<file path="src/rtl/dual_pkg.sv">
// Shared dual-rail types, bus FSM states and word-classification helpers for the
// N-user bus arbiter.
package dual_pkg;

  typedef struct packed {
    logic t;
    logic f;
  } dual_t;

  localparam dual_t DUAL_NULL = '{t: 1'b0, f: 1'b0};
  localparam dual_t DUAL_ZERO = '{t: 1'b0, f: 1'b1};
  localparam dual_t DUAL_ONE  = '{t: 1'b1, f: 1'b0};

  // Helpers take a word widened to MAX_DIGITS plus the count of live digits.
  localparam int MAX_DIGITS = 64;
  typedef dual_t [MAX_DIGITS-1:0] dword_t;

  typedef enum logic [1:0] {
    IDLE  = 2'd0,
    FWD   = 2'd1,
    HOLD  = 2'd2,
    DRAIN = 2'd3
  } bus_state_t;

  function automatic logic is_complete(input dword_t w, input int n);
    logic ok;
    ok = 1'b1;
    for (int i = 0; i < MAX_DIGITS; i++) begin
      if (i < n && (w[i].t == w[i].f)) ok = 1'b0;
    end
    return ok;
  endfunction

  function automatic logic is_nulled(input dword_t w, input int n);
    logic ok;
    ok = 1'b1;
    for (int i = 0; i < MAX_DIGITS; i++) begin
      if (i < n && (w[i].t || w[i].f)) ok = 1'b0;
    end
    return ok;
  endfunction

  function automatic logic has_illegal(input dword_t w, input int n);
    logic bad;
    bad = 1'b0;
    for (int i = 0; i < MAX_DIGITS; i++) begin
      if (i < n && w[i].t && w[i].f) bad = 1'b1;
    end
    return bad;
  endfunction

endpackage

</file>
<file path="src/rtl/bus_rr_arbiter.sv">
// Combinational round-robin picker: first request found scanning upward from
// pointer+1 (wrapping), returned both one-hot and as an index.
module bus_rr_arbiter
  import dual_pkg::*;
#(
  parameter int USERS = 4,
  localparam int IW = (USERS > 1) ? $clog2(USERS) : 1
) (
  input  logic [USERS-1:0] req_i,
  input  logic [IW-1:0]    ptr_i,
  output logic [USERS-1:0] gnt_o,
  output logic [IW-1:0]    idx_o,
  output logic             any_o
);

  always_comb begin
    int unsigned j;
    gnt_o = '0;
    idx_o = '0;
    any_o = 1'b0;
    j     = 0;
    for (int k = 1; k <= USERS; k++) begin
      j = int'(ptr_i) + k;
      if (j >= USERS) j = j - USERS;
      if (!any_o && req_i[j]) begin
        any_o    = 1'b1;
        gnt_o[j] = 1'b1;
        idx_o    = IW'(j);
      end
    end
  end

endmodule

</file>
<file path="src/rtl/bus_arb_n.sv">
// N-user four-phase dual-rail bus arbiter with round-robin fairness and stability
// filtering. Optional watchdog enabled by defining BUS_TIMEOUT_EN.
module bus_arb_n
  import dual_pkg::*;
#(
  parameter int USERS   = 4,
  parameter int INPUT   = 8,
  parameter int OUTPUT  = 8,
  parameter int TIMEOUT = 255
) (
  input  logic                                clk,
  input  logic                                reset,
  input  dual_t [USERS-1:0][INPUT-1:0]        user_input,
  output dual_t [USERS-1:0][OUTPUT-1:0]       user_output,
  output dual_t [INPUT-1:0]                   bus_input,
  input  dual_t [OUTPUT-1:0]                  bus_output,
  output logic  [USERS-1:0]                   grant,
  output logic                                busy,
  output logic                                illegal,
  output logic                                timeout
);

  localparam int IW = (USERS > 1) ? $clog2(USERS) : 1;

  function automatic dword_t widen_in(input dual_t [INPUT-1:0] w);
    dword_t r;
    r = '0;
    r[INPUT-1:0] = w;
    return r;
  endfunction

  function automatic dword_t widen_out(input dual_t [OUTPUT-1:0] w);
    dword_t r;
    r = '0;
    r[OUTPUT-1:0] = w;
    return r;
  endfunction

  bus_state_t                         state_q, state_d;
  logic [USERS-1:0]                   grant_q, grant_d;
  logic [IW-1:0]                      gidx_q, gidx_d;
  logic [IW-1:0]                      ptr_q, ptr_d;
  dual_t [INPUT-1:0]                  bin_q, bin_d;
  dual_t [USERS-1:0][OUTPUT-1:0]      uout_q, uout_d;
  logic                               illegal_q, illegal_d;
  dual_t [USERS-1:0][INPUT-1:0]       uin_prev_q;
  dual_t [OUTPUT-1:0]                 bout_prev_q;

  logic [USERS-1:0] u_cmp, u_nul;
  logic             b_cmp, b_nul, any_bad;
  logic [USERS-1:0] arb_gnt;
  logic [IW-1:0]    arb_idx;
  logic             arb_any;
  logic             cnt_hit, fwd_to, drn_to;

  // A word counts only once it matches last cycle's sample and is fully settled.
  always_comb begin
    u_cmp   = '0;
    u_nul   = '0;
    any_bad = 1'b0;
    for (int i = 0; i < USERS; i++) begin
      u_cmp[i] = (user_input[i] == uin_prev_q[i]) && is_complete(widen_in(user_input[i]), INPUT);
      u_nul[i] = (user_input[i] == uin_prev_q[i]) && is_nulled(widen_in(user_input[i]), INPUT);
      any_bad  = any_bad | has_illegal(widen_in(user_input[i]), INPUT);
    end
    b_cmp   = (bus_output == bout_prev_q) && is_complete(widen_out(bus_output), OUTPUT);
    b_nul   = (bus_output == bout_prev_q) && is_nulled(widen_out(bus_output), OUTPUT);
    any_bad = any_bad | has_illegal(widen_out(bus_output), OUTPUT);
  end

  bus_rr_arbiter #(.USERS(USERS)) u_rr (
    .req_i (u_cmp),
    .ptr_i (ptr_q),
    .gnt_o (arb_gnt),
    .idx_o (arb_idx),
    .any_o (arb_any)
  );

  assign fwd_to = (state_q == FWD)   && !b_cmp && cnt_hit;
  assign drn_to = (state_q == DRAIN) && !b_nul && cnt_hit;

  always_comb begin
    state_d   = state_q;
    grant_d   = grant_q;
    gidx_d    = gidx_q;
    ptr_d     = ptr_q;
    bin_d     = bin_q;
    uout_d    = uout_q;
    illegal_d = illegal_q | any_bad;
    case (state_q)
      IDLE: begin
        if (arb_any) begin
          grant_d = arb_gnt;
          gidx_d  = arb_idx;
          ptr_d   = arb_idx;
          bin_d   = user_input[arb_idx];
          state_d = FWD;
        end
      end
      FWD: begin
        if (b_cmp) begin
          uout_d[gidx_q] = bus_output;
          state_d        = HOLD;
        end else if (fwd_to) begin
          for (int d = 0; d < OUTPUT; d++) uout_d[gidx_q][d] = DUAL_ZERO;
          state_d = HOLD;
        end
      end
      HOLD: begin
        // Partial or still-complete words from the owner are deliberately ignored.
        if (u_nul[gidx_q]) begin
          bin_d   = '0;
          state_d = DRAIN;
        end
      end
      DRAIN: begin
        if (b_nul || drn_to) begin
          uout_d[gidx_q] = '0;
          grant_d        = '0;
          state_d        = IDLE;
        end
      end
      default: state_d = IDLE;
    endcase
  end

  always_ff @(posedge clk or posedge reset) begin
    if (reset) begin
      state_q     <= IDLE;
      grant_q     <= '0;
      gidx_q      <= '0;
      ptr_q       <= IW'(USERS - 1);
      bin_q       <= '0;
      uout_q      <= '0;
      illegal_q   <= 1'b0;
      uin_prev_q  <= '0;
      bout_prev_q <= '0;
    end else begin
      state_q     <= state_d;
      grant_q     <= grant_d;
      gidx_q      <= gidx_d;
      ptr_q       <= ptr_d;
      bin_q       <= bin_d;
      uout_q      <= uout_d;
      illegal_q   <= illegal_d;
      uin_prev_q  <= user_input;
      bout_prev_q <= bus_output;
    end
  end

`ifdef BUS_TIMEOUT_EN
  localparam int CW = ($clog2(TIMEOUT + 1) > 8) ? $clog2(TIMEOUT + 1) : 8;

  logic [CW-1:0] cnt_q, cnt_d;
  logic          timeout_q;

  // Counts cycles spent in the current state; restarts on every state change.
  always_comb begin
    cnt_d = cnt_q;
    if (state_d != state_q) cnt_d = '0;
    else if (state_q == FWD || state_q == DRAIN) cnt_d = cnt_q + 1'b1;
  end

  assign cnt_hit = (cnt_q == CW'(TIMEOUT - 1));

  always_ff @(posedge clk or posedge reset) begin
    if (reset) begin
      cnt_q     <= '0;
      timeout_q <= 1'b0;
    end else begin
      cnt_q     <= cnt_d;
      timeout_q <= timeout_q | fwd_to | drn_to;
    end
  end

  assign timeout = timeout_q;
`else
  assign cnt_hit = 1'b0;
  assign timeout = 1'b0;
`endif

  assign user_output = uout_q;
  assign bus_input   = bin_q;
  assign grant       = grant_q;
  assign busy        = (state_q != IDLE);
  assign illegal     = illegal_q;

endmodule

</file>
<file path="config.mk">
export PLATFORM = sky130hd
export DESIGN_NAME = bus_arb_n
export DESIGN_NICKNAME = d
export VERILOG_FILES = /design/src/rtl/dual_pkg.sv /design/src/rtl/bus_rr_arbiter.sv /design/src/rtl/bus_arb_n.sv
export SDC_FILE = /design/constraint.sdc
export NUM_CORES = 1
export LEC_CHECK = 0
export CAP_MARGIN = 30
export CORE_UTILIZATION = 53
export CTS_CLUSTER_DIAMETER = 60
export DETAILED_ROUTE_END_ITERATION = 10
export PLACE_DENSITY = 0.9
export RECOVER_POWER = 50
export SYNTH_ARGS = -nofsm -noshare
export SYNTH_HDL_FRONTEND = slang
export SYNTH_SLANG_ARGS = --single-unit
</file>
<file path="constraint.sdc">
create_clock -name clk -period 5.75 [get_ports clk]
set_input_delay 0.575 -clock clk [delete_from_list [all_inputs] [get_ports clk]]
set_output_delay 0.575 -clock clk [all_outputs]
set_load 0.05 [all_outputs]
</file>
======== After elaboration in Yosys (flattened, before gate mapping) ========
Index checks and enable logic that the tools add are counted.
storage, ports and cells
  bits in registers ....................... 171
  input port bits ......................... 82
  output and inout bits ................... 87
cells by class
  add/sub/neg operators ................... 8
  order comparisons ....................... 15
  equal/unequal tests ..................... 52
  muxes and demuxes ....................... 173
  bitwise gates (word level) .............. 10
  reduce and logical (&&, ||, !) cells .... 111
operators with widths
  cell                   number
  $mux 1                 133
  $ge 32x1->1 const B    4
  $ge 32x3->1 const B    4
  $lt 32x3->1 const B    4
  $mux 32                4
  $mux 64                2
  $pmux 64 s2            1
  $sub 32x3->32 const B  4
  $eq 16x16->1           5
  $and 64x64->64         1
  $bwmux 64              1
  $mux 16                4
  $not 64->64            1
  $logic_and 1x1->1      58
  $eq 1x1->1             40
  $logic_or 1x1->1       40
  $bmux 16 s2            1
  $demux 16 s2           1
  $pmux 16 s2            1
  $mux 4                 6
  $mux 2                 8
  $or 4x4->4             3
  $bmux 1 s2             5
  $reduce_and 3->1       3
  17 further kinds       35

======== Logic depth before layout (Yosys ltp) ========
Gate-level depths: netlist of the first run.
  word-level depth ........................ 26
  gate-level depth with buffers ........... 12
  gate-level depth less buffers ........... 10

======== Modules after synthesis ========
A second synthesis of the first run with hierarchy kept.
second synthesis, totals
  cells, all modules ...................... 783
  area total of the unflattened synthesis .. 9258.9 µm²
by module, submodules not included
  module          times used  cells an instance  area an instance (µm²)  sequential area each (µm²)
  bus_arb_n       1           711                8689.6                  4281.6
  bus_rr_arbiter  1           72                 569.3                   0.0

======== Worst setup path before layout of the first run ========
Ideal clock, no wire load.
  path type ............................... input-to-reg
  start ................................... input port user_input[52] (netlist bit)
  end ..................................... register bin_q, in the netlist bus_input[7]
  library setup time ...................... 0.132 ns
  arrival ................................. 2.714 ns
  setup slack ............................. 2.904 ns
  cell stages on the path ................. 12
  path buffers ............................ 2
  cells stage by stage .................... inv_1 -> ha_1 -> nand4_1 -> nor2_1 -> and2_1 -> a2111oi_1 -> a211oi_2 -> a21o_1 -> buf_6 -> buf_6 -> a221oi_1 -> o21ai_1
on the way
  word-level cells in the longest chain between the ends .. 24
ends and longest elaborated chain
  what                           line                  text
  start, declared                bus_arb_n.sv:13       input dual_t [USERS-1:0][INPUT-1:0] user_input,
  $eq 1x1->1                     dual_pkg.sv:29        if (i < n && (w[i].t == w[i].f)) ok = 1'b0;
  $mux 1 (6 in series)           dual_pkg.sv:29
  $logic_and 1x1->1              bus_arb_n.sv:62       u_cmp[i] = (user_input[i] == uin_prev_q[i]) && is_complete(widen_in(user_input[i]), INPUT);
  $bmux 1 s2                     bus_rr_arbiter.sv:25  if (!any_o && req_i[j]) begin
  $mux 1 (not written as such)   bus_rr_arbiter.sv:25
  $mux 1                         bus_rr_arbiter.sv:25
  $logic_not 1->1                bus_rr_arbiter.sv:25
  $logic_and 1x1->1              bus_rr_arbiter.sv:25
  [3 not listed]                 --
  $mux 1                         bus_rr_arbiter.sv:25
  $logic_not 1->1                bus_rr_arbiter.sv:25
  $logic_and 1x1->1              bus_rr_arbiter.sv:25
  $mux 2                         bus_rr_arbiter.sv:25
  $bmux 16 s2                    bus_arb_n.sv:96       bin_d = user_input[arb_idx];
  $mux 16 (not written as such)  bus_arb_n.sv:96
  $mux 16                        bus_arb_n.sv:92       if (arb_any) begin
  $pmux 16 s2                    bus_arb_n.sv:90       case (state_q)
  end signal, assigned           bus_arb_n.sv:143      bin_q <= bin_d;
  end, declared                  bus_arb_n.sv:43       dual_t [INPUT-1:0] bin_q, bin_d;
Parallel ways exist; a longest one is shown, timed or not. The select of a mux whose other input is x is not followed.
A chain may end at the register's enable or synchronous reset.

======== Worst setup path after layout of the first run ========
  start ................................... input port user_input[52] (netlist bit)
  end ..................................... register bin_q, in the netlist bus_input[4]
Same word-level chain as after synthesis.

==> metrics.md, run 1 <==
| Metric | Value |
|---|---|
| Status | complete, but fails checks |
| Failing checks | max-capacitance violations, max-slew violations |
| Sequential-to-total area share from yosys stat | 0.475 |
| Fmax achieved | ~230 MHz |
| Die H | 132 um |
| Final TNS setup | 0 ps |
| RSZ-0062 raised after global routing | no |
| Post-layout min period | 4270 ps |
| Vias in the first global route | 7,021 |
| Critical Path Start | user_input[52] |
| LEAKAGE | 5.43 nW |
| DRT iter0 DRCs | ~550 |
| Post-synthesis average cell area | 11.6 um^2 |
| Clock Power Share | 0.290 |
| Crit-path max cell delay | 750 ps |
| Setup Skew | 10.4 ps |
| Synth Instances | 778 |
| Via count | 6,850 |
| Worst hold start | user_output[26]$_DFFE_PP0P_ |
| Post-DR vias/cell | ~5.7 |
| Tcrit/Tclk final | 0.743 |
| Cell area after layout | ~12,000 um^2 |
| Slew HR | -0.580 |
| Clk_lat worst skew | 430 ps |
| Hold Path Class | reg -> reg |
| Top_reg_cell synth | dfrtp_1 |
| # IOs | 169 |
| Starting Density | 0.544 |
| DP HPWL | 17,300 um |
| Share of power burned in registers | 0.358 |
| Net Sw Power | 1.51 mW |
| Yosys warns | 0 |
| Setup Viol. Count Final | 0 |
| Type of element capturing the critical path | flip-flop |
| Worst VDD drop | 0.352 mV |
| Core footprint | 16,600 um^2 |
| CP Class | in -> reg |
| PortBufs | 167 |
| Nets | between 1,000 and 1,500 |
| Initial antenna violation count | 5 |
| Largest net degree at the start of global routing | 66 |
| Setup WS pre-CTS | about 1300 ps |
| Area Overhead vs Synth | 27.8% |
| Worst EP arrival | 4620 ps |
| First-pass GRT wire length | 37,500 um |
| Synth Register Bits | 171 |
| Max-Cap Viols | 2 |
| RD Place Congestion | 1.02 |
| Final Core Density | 0.695 |
| WL per Instance | 19.7 um |
| Die width | 132 um |
| Internal | 2.54 mW |
| Max clock buf depth | 2 |
| Number of synthesized flops with an enable pin | 0 |
| Most frequent cells in the layout | dfrtp_1, inv_1, ha_1 |
| Crit path max fanout | 18 |
| Cell Rows | 47 |
| Antenna violation net count after detailed routing | 0 |
| Distinct cells, synth | 53 |
| Critical R2R Launch | ptr_q[0]$_DFFE_PP1P_ |
| # hold bufs at CTS | 0 |
| CTS resizes | 0 |
| Final hold vios | 0 |
| Slowest-stage cell, CP | a21o_1 |
| Post-CTS Setup Bufs | 0 |
| Critical Path, Cell by Cell | dlygate4sd3_1 > inv_1 > ha_1 > nand4_1 > nor2_1 > and2_1 > a2111oi_1 > o21a_1 > a21o_1 > buf_4 > a221oi_1 > o21ai_1 |
| Net Sw Frac | 0.373 |
| Most common cell after layout, fill and taps aside | dfrtp_1 |
| CTS Buf Count | 17 |
| Mapped Nets | 952 |
| Gr usage total | 0.277 |
| Worst Setup Start Kind | input port |
| # clock sinks | 171 |
| Final Worst Setup Slack | ~1500 ps |
| Root cell of the clock tree | clkbuf_16 |
| Combinational Power Share | 0.351 |
| PD cells | 352 nW/um^2 |
| Detailed Routing Iterations Pass 1 | 5 |
| Fin Hold WS | around 510 ps |
| Clock-pin slew on the worst setup and hold paths | 70 ps |
| CP required | 6100 ps |
| DRC viols | 0 |
| Grt ovf | 0 |
| Ys async rst share | 1.00 |
| Die area | 17,500 um^2 |
| Worst Max-Slew Pin Slew | 2360 ps |
| Final Max Tran Viols | between 100 and 150 |
| Placed Area | 10,900 um^2 |
| Mapped cell area | about 9000 um^2 |
| CTS tree | yes |
| Routed wire length | between 20,000 and 25,000 um |
| Share of layout cells above drive strength 1 | 0.127 |
| CTS H-tree lvls | 4 |
## stage by stage
| step | instances | power (mW) |
|---|---|---|
| final | 1192 | 4.05 |
| after floorplan | 778 | 2.41 |
| after global placement | 1155 | 2.86 |
| after global routing | 1192 | 4.21 |
| after CTS | 1187 | 4.08 |
| after detailed placement | 1155 | 2.89 |
## cells by family after synthesis
logic type / count (synthesis) / share of synthesized area
xor gates and xnor gates: 80 / 0.0777
other: 1 / 0.000416
AOI/OAI and AO/OA: 92 / 0.0767
buffers and inverters: 116 / 0.0538
muxes: 85 / 0.105
and+or+nand+nor: 141 / 0.0842
DFF: 171 / 0.475
adders and majority gates: 92 / 0.128
## power by group through the flow
stage                     clock [mW]  sequential (mW)  combinational (mW)
final                           1.18             1.45                1.42
after CTS                       1.19             1.45                1.43
after floorplan                    0             1.83               0.577
after detailed placement           0             1.47                1.42
after global routing            1.24             1.47                1.50
after global placement             0             1.47                1.39
## flip-flops by register name, indices dropped and copies added (netlist names)
register	cells
grant	4
ptr_q	2
user_output	64
state_q	2
bout_prev_q	16
gidx_q	2
bus_input	16
illegal	1
uin_prev_q	64
## worst max-delay path, delay by kind of cell
family	cells	cell delay, ps
adders and majority gates	1	310
AOI/OAI and AO/OA	5	2180
and+or+nand+nor	3	460
buffers and inverters	3	1100
## path summary, 6_finish.rpt
check	endpoint	slack [ps]	depth (start not counted)
worst max-delay path	bus_input[4]$_DFFE_PP0P_	1480	12
worst min-delay path	user_output[26]$_DFFE_PP0P_	510	1
worst max register to register	bus_input[9]$_DFFE_PP0P_	1960	8
worst min register to register	user_output[26]$_DFFE_PP0P_	510	1
max in group asynchronous	uin_prev_q[48]$_DFF_PP0_	2160	3
min in group asynchronous	user_output[19]$_DFFE_PP0P_	1230	2
## metal layers
metal / share of wire / track usage / vias up / wire, um
met5: 0 / 0 / - / 0
met3: 0.067 / 0.0613 / 54 / 1570
met1: 0.43 / 0.374 / 3398 / 10100
met4: 0.027 / 0.112 / 0 / 626
li1: - / - / 3094 / -
met2: 0.47 / 0.434 / 304 / 11100
## cell usage after synthesis (5+ instances only)
library cell  instances  area (um^2)
a2111oi_0            16          140
a221oi_1             17          149
buf_2                 6         30.0
clkbuf_1             10         37.5
dfrtp_1             169         4230
ha_1                 92         1150
inv_1                95          357
mux2_2               67          754
mux2i_1              17          170
nand2_1              10         37.5
nand4_1              32          200
nor2_1               46          173
nor3_1                6         30.0
nor4_1               27          169
o21ai_1              17         85.1
o22ai_1               9         56.3
or2_2                 5         31.3
xnor2_1              16          140
xor2_1               64          561
## final cells by class
class	count	area [um^2]
inverter	95	358
multi-input combinational	491	4260
tap	220	275
timing repair buffer	178	1750
antenna	5	12.5
sequential	171	4280
fill	1129	5050
clock inverter	13	151
clock buffer	19	443
No activity file was read; power rests on OpenSTA's default activity.
==> inputs of run 2 (changes only) <==
- CORE_UTILIZATION: 53 -> 48
- PLACE_DENSITY: 0.9 -> 0.86
- clock period: 5.75 -> 3.6 ns (I/O delays scaled with it)
==> metrics.md, run 2 (same netlist as run 1, synthesis figures left out) <==
| Metric | Value |
|---|---|
| Status | complete, but fails checks |
| Failing checks | design-rule violations, max-capacitance violations, max-slew violations |
| Cell area after layout | 11,900 um^2 (+3.3%) |
| RSZ-0062 raised after global routing | no |
| Worst EP arrival | 3760 ps (-860 ps) |
| Tcrit/Tclk final | 0.943 |
| # hold bufs at CTS | 0 (unchanged) |
| Internal | 3.96 mW (+56%) |
| Fmax achieved | 294 MHz |
| DRT iter0 DRCs | 542 (-1.1%) |
| Detailed Routing Iterations Pass 1 | 8 (+3) |
| CTS tree | yes |
| Core footprint | 18,200 um^2 (+9.8%) |
| DRC viols | 5 (+5) |
| Clock-pin slew on the worst setup and hold paths | 70 ps (about the same) |
| Met1 WL | 10,300 um (+1.7%) |
| Cell Rows | 49 (+4.3%) |
| Final hold vios | 0 (unchanged) |
| Final Max Tran Viols | 60 (-51%) |
| Worst Setup Start Kind | input port |
| Antenna violation net count after detailed routing | 0 (unchanged) |
| Clock Power Share | 0.273 (-0.017) |
| PD cells | 539 nW/um^2 (+53%) |
| Routed wire length | 24,000 um (+2.3%) |
| Setup Skew | 11.0 ps (+0.661 ps) |
| Die area | 19,300 um^2 (+10%) |
| Net Sw Power | 2.46 mW (+63%) |
| LEAKAGE | 5.64 nW (+3.9%) |
| Hold Path Class | in -> reg |
| Final Core Density | 0.654 (-0.0415) |
| Setup Viol. Count Final | 0 (unchanged) |
| Die width | 139 um (+5.0%) |
| CP required | 3960 ps (-2140 ps) |
| Worst Max-Slew Pin Slew | 1570 ps (-786 ps) |
| Post-DR vias/cell | 5.52 (-3.9%) |
| Vias in the first global route | 7,261 (+3.4%) |
| Crit path max fanout | 13 (-5) |
| CTS resizes | 0 (unchanged) |
| Largest net degree at the start of global routing | 35 (-47%) |
| Share of power burned in registers | 0.362 (+0.004) |
| Most frequent cells in the layout | dfrtp_1, clkdlybuf4s50_1, inv_1 |
| Clk_lat worst skew | 440 ps (about the same) |
| DP HPWL | 18,600 um (+7.1%) |
| Worst VDD drop | 0.420 mV (+20%) |
| Gr usage total | 0.262 (-0.0148) |
| Met2 wire len | 11,500 um (+3.1%) |
| CTS H-tree lvls | 4 (unchanged) |
| Slew HR | -0.0473 (+0.533) |
| Net Sw Frac | 0.383 (+0.0101) |
| Nets | 1,180 (+4.6%) |
| WL per Instance | 19.2 um (-2.6%) |
| First-pass GRT wire length | 39,200 um (+4.4%) |
| Placed instance count | 1,216 (+5.3%) |
| Die H | 139 um (+5.0%) |
| Root cell of the clock tree | clkbuf_16 |
| Max layer used | met4 |
| Most common cell after layout, fill and taps aside | dfrtp_1 |
| CP Class | in -> reg |
| Post-layout min period | approximately 3400 ps |
| RD Place Congestion | 0.942 (-7.4%) |
| # IOs | 169 (unchanged) |
| Via count | 6,909 (+0.86%) |
| Non-filler instance count after layout | 1,251 (+4.9%) |
| CTS Buf Count | 17 (unchanged) |
| Combinational Power Share | 0.365 (+0.014) |
| Max clock buf depth | 2 (unchanged) |
| Initial antenna violation count | 3 (-2) |
| Share of layout cells above drive strength 1 | 0.165 (+0.0377) |
| Starting Density | 0.495 (-0.0486) |
| Final TNS setup | 0 ps (unchanged) |
| Grt ovf | 0 (unchanged) |
| Max-Cap Viols | 3 (+1) |
| Pwr Total | 6.42 mW (+58%) |
| Placed Area | 11,400 um^2 (+4.0%) |
| Area Overhead vs Synth | 32.0% |
| Post-CTS Setup Bufs | 0 (unchanged) |
| PortBufs | 167 (unchanged) |
| # clock sinks | 171 (unchanged) |
| Met3 Routed Length | 1580 um (+1.1%) |
| Type of element capturing the critical path | flip-flop |
-- run 2: cell count changes in the layout (fill, tap and decap cells not counted), moves of 2 or more --
cell | previous run | this run
clkbuf_1 | 1 | 8
buf_4 | 9 | 53
buf_12 | 0 | 3
clkdlybuf4s50_1 | 86 | 96
bufinv_16 | 2 | 0
clkinvlp_4 | 0 | 3
diode_2 | 5 | 3
clkinv_4 | 2 | 0
dlygate4sd3_1 | 81 | 71
clkbuf_2 | 2 | 0
-- run 2: worst max-delay path, cell delays in order --
cell	delay, ps
dlygate4sd3_1	630
inv_1	100
ha_1	300
nand4_1	100
nor2_1	120
and2_1	200
a2111oi_1	670
a211oi_2	180
buf_4	210
buf_4	140
a2111oi_0	480
a221oi_1	150
o21ai_1	120
-- run 2: metrics by stage --
step	worst slack [ps]	hold slack, ps
after detailed placement	-70.8	495
final	204	490
after CTS	314	422
after global placement	34.3	490
after global routing	22.8	500
after floorplan	969	391
-- run 2: cell type report --
class                      count  area, um^2
fill                        1331        6300
sequential                   171        4280
multi-input combinational    491        4260
timing repair buffer         230        2160
clock buffer                  18         429
inverter                      95         358
tap                          229         287
clock inverter                14         128
antenna                        3        7.51
-- run 2: path summary, 6_finish.rpt --
check,startpoint,endpoint,slack [ps],cells past startpoint
setup / recovery,user_input[52],bus_input[5]$_DFFE_PP0P_,200,13
hold reg to reg,user_output[6]$_DFFE_PP0P_,user_output[6]$_DFFE_PP0P_,510,1
hold / removal,user_input[42],uin_prev_q[42]$_DFF_PP0_,490,1
setup reg to reg,uin_prev_q[20]$_DFF_PP0_,bus_input[3]$_DFFE_PP0P_,330,13
max in group asynchronous,reset,uin_prev_q[57]$_DFF_PP0_,840,3
min in group asynchronous,reset,user_output[27]$_DFFE_PP0P_,730,2
-- run 2: power by group through the flow --
stage / Sequential [mW] / Combinational (mW) / Clock, mW
after global placement: 2.35 / 2.29 / 0
after CTS: 2.33 / 2.36 / 1.78
after detailed placement: 2.36 / 2.35 / 0
final: 2.33 / 2.34 / 1.75
after global routing: 2.36 / 2.49 / 1.86
after floorplan: 2.93 / 0.922 / 0
-- run 2: per-layer routing --
layer,track usage,up-vias
li1,-,3202
met1,0.349,3398
met2,0.417,263
met3,0.0515,46
met4,0.112,0
met5,0,-
==> inputs of run 3 (changes only) <==
--- a/config.mk
+++ b/config.mk
@@ -13,2 +13,3 @@
 export RECOVER_POWER = 50
+export SETUP_SLACK_MARGIN = 0.5
 export SYNTH_ARGS = -nofsm -noshare
==> constraint.sdc (replaced) <==
create_clock -name clk -period 3.6 [get_ports clk]
set_input_delay 0.72 -clock clk [delete_from_list [all_inputs] [get_ports clk]]
set_output_delay 0.72 -clock clk [all_outputs]
set_load 0.05 [all_outputs]
==> metrics.md, run 3 (same netlist as run 1, synthesis figures left out) <==
| Metric | Value |
|---|---|
| Status | complete, but fails checks |
| Failing checks | design-rule violations, max-capacitance violations, max-slew violations |
| CTS H-tree lvls | 4 (unchanged) |
| Setup WS pre-CTS | -523 ps (-452 ps) |
| Share of layout cells above drive strength 1 | 0.321 (+0.156) |
| PD cells | 524 nW/um^2 (-2.8%) |
| Crit-path max cell delay | 650 ps (-20 ps) |
| # clock sinks | 171 (unchanged) |
| PortBufs | 167 (unchanged) |
| Initial antenna violation count | 3 (unchanged) |
| Final Max Tran Viols | 34 (-43%) |
| Die width | 139 um (unchanged) |
| Hold Path Class | in -> async |
| Gr usage total | 0.316 (+0.0542) |
| CP delay by family, top | simple AND/OR/NAND/NOR gates |
| Die area | 19,300 um^2 (unchanged) |
| Tcrit/Tclk final | 0.923 (-0.0200) |
| Slew HR | -0.591 (-0.544) |
| WL per Instance | 22.8 um (+19%) |
| Critical R2R Launch | ptr_q[1]$_DFFE_PP1P_ |
| Critical Path, Cell by Cell | dlygate4sd3_1 > xor2_1 > nor4_1 > nand4_1 > o31ai_2 > o211ai_1 > nor2_2 > buf_12 > mux2_2 |
| Area Overhead vs Synth | 48.8% |
| Via count | 7,930 (+15%) |
| Reg area | 4290 um^2 (about the same) |
| Worst Max-Slew Pin Slew | 2390 ps (+815 ps) |
| First-pass GRT wire length | 46,500 um (+19%) |
| Antenna violation net count after detailed routing | 0 (unchanged) |
| Post-DR vias/cell | 5.80 (+5.0%) |
| CP required | 3930 ps (-30 ps) |
| Final Worst Setup Slack | 276 ps (+72.2 ps) |
| Max-Cap Viols | 1 (-2) |
| Type of element capturing the critical path | flip-flop |
| Clock-pin slew on the worst setup and hold paths | 70 ps (about the same) |
| Grt ovf | 0 (unchanged) |
| Die H | 139 um (unchanged) |
| RSZ-0062 raised after global routing | yes |
| Most common cell after layout, fill and taps aside | dfrtp_1 |
| Final hold vios | 0 (unchanged) |
| Root cell of the clock tree | clkbuf_16 |
| Detailed Routing Iterations Pass 1 | 8 (unchanged) |
| Fillcell total | 1,087 (-18%) |
| Setup Skew | 8.30 ps (-2.75 ps) |
| Core footprint | 18,200 um^2 (unchanged) |
| Routed wire length | 31,200 um (+30%) |
| Vias in the first global route | 8,353 (+15%) |
| Max clock buf depth | 2 (unchanged) |
| # IOs | 169 (unchanged) |
| Post-layout min period | 3320 ps (-72.2 ps) |
| Crit path max fanout | 16 (+3) |
| Nets | 1,296 (+9.8%) |
| CP Class | in -> reg |
| Slowest-stage cell, CP | dlygate4sd3_1 |
| Critical Path Start | bus_output[12] |
| Worst EP arrival | 3660 ps (-100 ps) |
| Setup Viol. Count Final | 0 (unchanged) |
| DRC viols | 5 (unchanged) |
| Largest net degree at the start of global routing | 39 (+11%) |
| Cell Rows | 49 (unchanged) |
| Buf/Inv on CP | 2 (-2) |
| CTS Buf Count | 17 (unchanged) |
| Most frequent cells in the layout | dfrtp_1, buf_4, inv_1, ha_1, clkdlybuf4s50_1 |
| Worst VDD drop | 0.478 mV (+14%) |
| Starting Density | 0.495 (unchanged) |
| Placed instance count | 1,313 (+8.0%) |
| Footprint of the multi-input gates | 4950 um^2 (+16%) |
| LEAKAGE | 6.28 nW (+11%) |
| CTS tree | yes |
| Worst R2R Path Depth | 11 (-2) |
| Stages on the worst setup path | 9 (-4) |
| Worst Setup Start Kind | input port |
| # hold bufs at CTS | 0 (unchanged) |
| RD Place Congestion | 0.947 (+0.49%) |
| Non-filler instance count after layout | 1,368 (+9.4%) |
| DRT iter0 DRCs | 730 (+35%) |
| DP HPWL | 19,900 um (+7.4%) |
| Clk_lat worst skew | 440 ps (about the same) |
| Fmax achieved | 301 MHz (+2.2%) |
## run 3: changes by cell type in the layout (fill, tap and decap cells not counted), moves of 7 or more
| cell | previous run | this run |
|---|---|---|
| clkdlybuf4s50_1 | 96 | 87 |
| buf_12 | 3 | 14 |
| nor4_1 | 27 | 15 |
| buf_6 | 0 | 11 |
| buf_4 | 53 | 142 |
| a2111oi_4 | 0 | 14 |
| dlygate4sd2_1 | 0 | 9 |
| nor2_1 | 46 | 39 |
| nor4_2 | 1 | 11 |
| a2111oi_0 | 16 | 0 |
| dlygate4sd3_1 | 71 | 16 |
| a221oi_2 | 0 | 9 |
| a221oi_1 | 17 | 4 |
| clkbuf_1 | 8 | 54 |
## run 3: cell type report
type,instances,share of cell area
inverter,95,0.0269
clock inverter,15,0.0135
timing repair buffer,346,0.218
sequential,171,0.319
antenna,4,0.000745
multi-input combinational,491,0.368
clock buffer,17,0.0317
tap,229,0.0213
## run 3: power by group
group          total (mW)  switching, mW  internal (mW)
Clock                1.89          0.896          0.995
Sequential           2.35          0.175           2.17
Combinational        2.80           1.75           1.05
Total                7.04           2.82           4.22
## run 3: worst paths after layout
| check | slack (ps) | endpoint |
|---|---|---|
| setup / recovery | 280 | user_output[18]$_DFFE_PP0P_ |
| hold / removal | 450 | user_output[26]$_DFFE_PP0P_ |
| setup reg to reg | 410 | bus_input[3]$_DFFE_PP0P_ |
| hold reg to reg | 510 | user_output[16]$_DFFE_PP0P_ |
| max in group asynchronous | 710 | bout_prev_q[0]$_DFF_PP0_ |
| min in group clk | 460 | uin_prev_q[55]$_DFF_PP0_ |
## run 3: what timing repair did
| action | 4_1_cts | 5_1_grt |
|---|---|---|
| setup buffers | 8 | 5 |
| gates cloned | 4 | 1 |
| pin swaps | 25 | 47 |
| gates resized for setup | 183 | 143 |
| setup endpoints to repair | 24 | 86 |
## run 3: routing by layer
layer / GRT usage / wire length (um) / part of all wire / vias up
li1: - / - / - / 3437
met1: 0.398 / 12500 / 0.40 / 3920
met2: 0.515 / 14800 / 0.48 / 445
met3: 0.0718 / 2290 / 0.073 / 128
met4: 0.152 / 1570 / 0.050 / 0
met5: 0 / 0 / 0 / -
## run 3: through the flow
step	power, mW	util	cell area (um^2)	setup TNS [ps]	hold WS (ps)
final	7.04	0.737	13400	0	454
after global routing	7.27	0.737	13400	0	450
after CTS	6.86	0.736	13400	0	511
after detailed placement	4.84	0.670	12200	-6680	494
after global placement	4.76	0.670	12200	-5850	490
after floorplan	3.85	-	9020	0	497
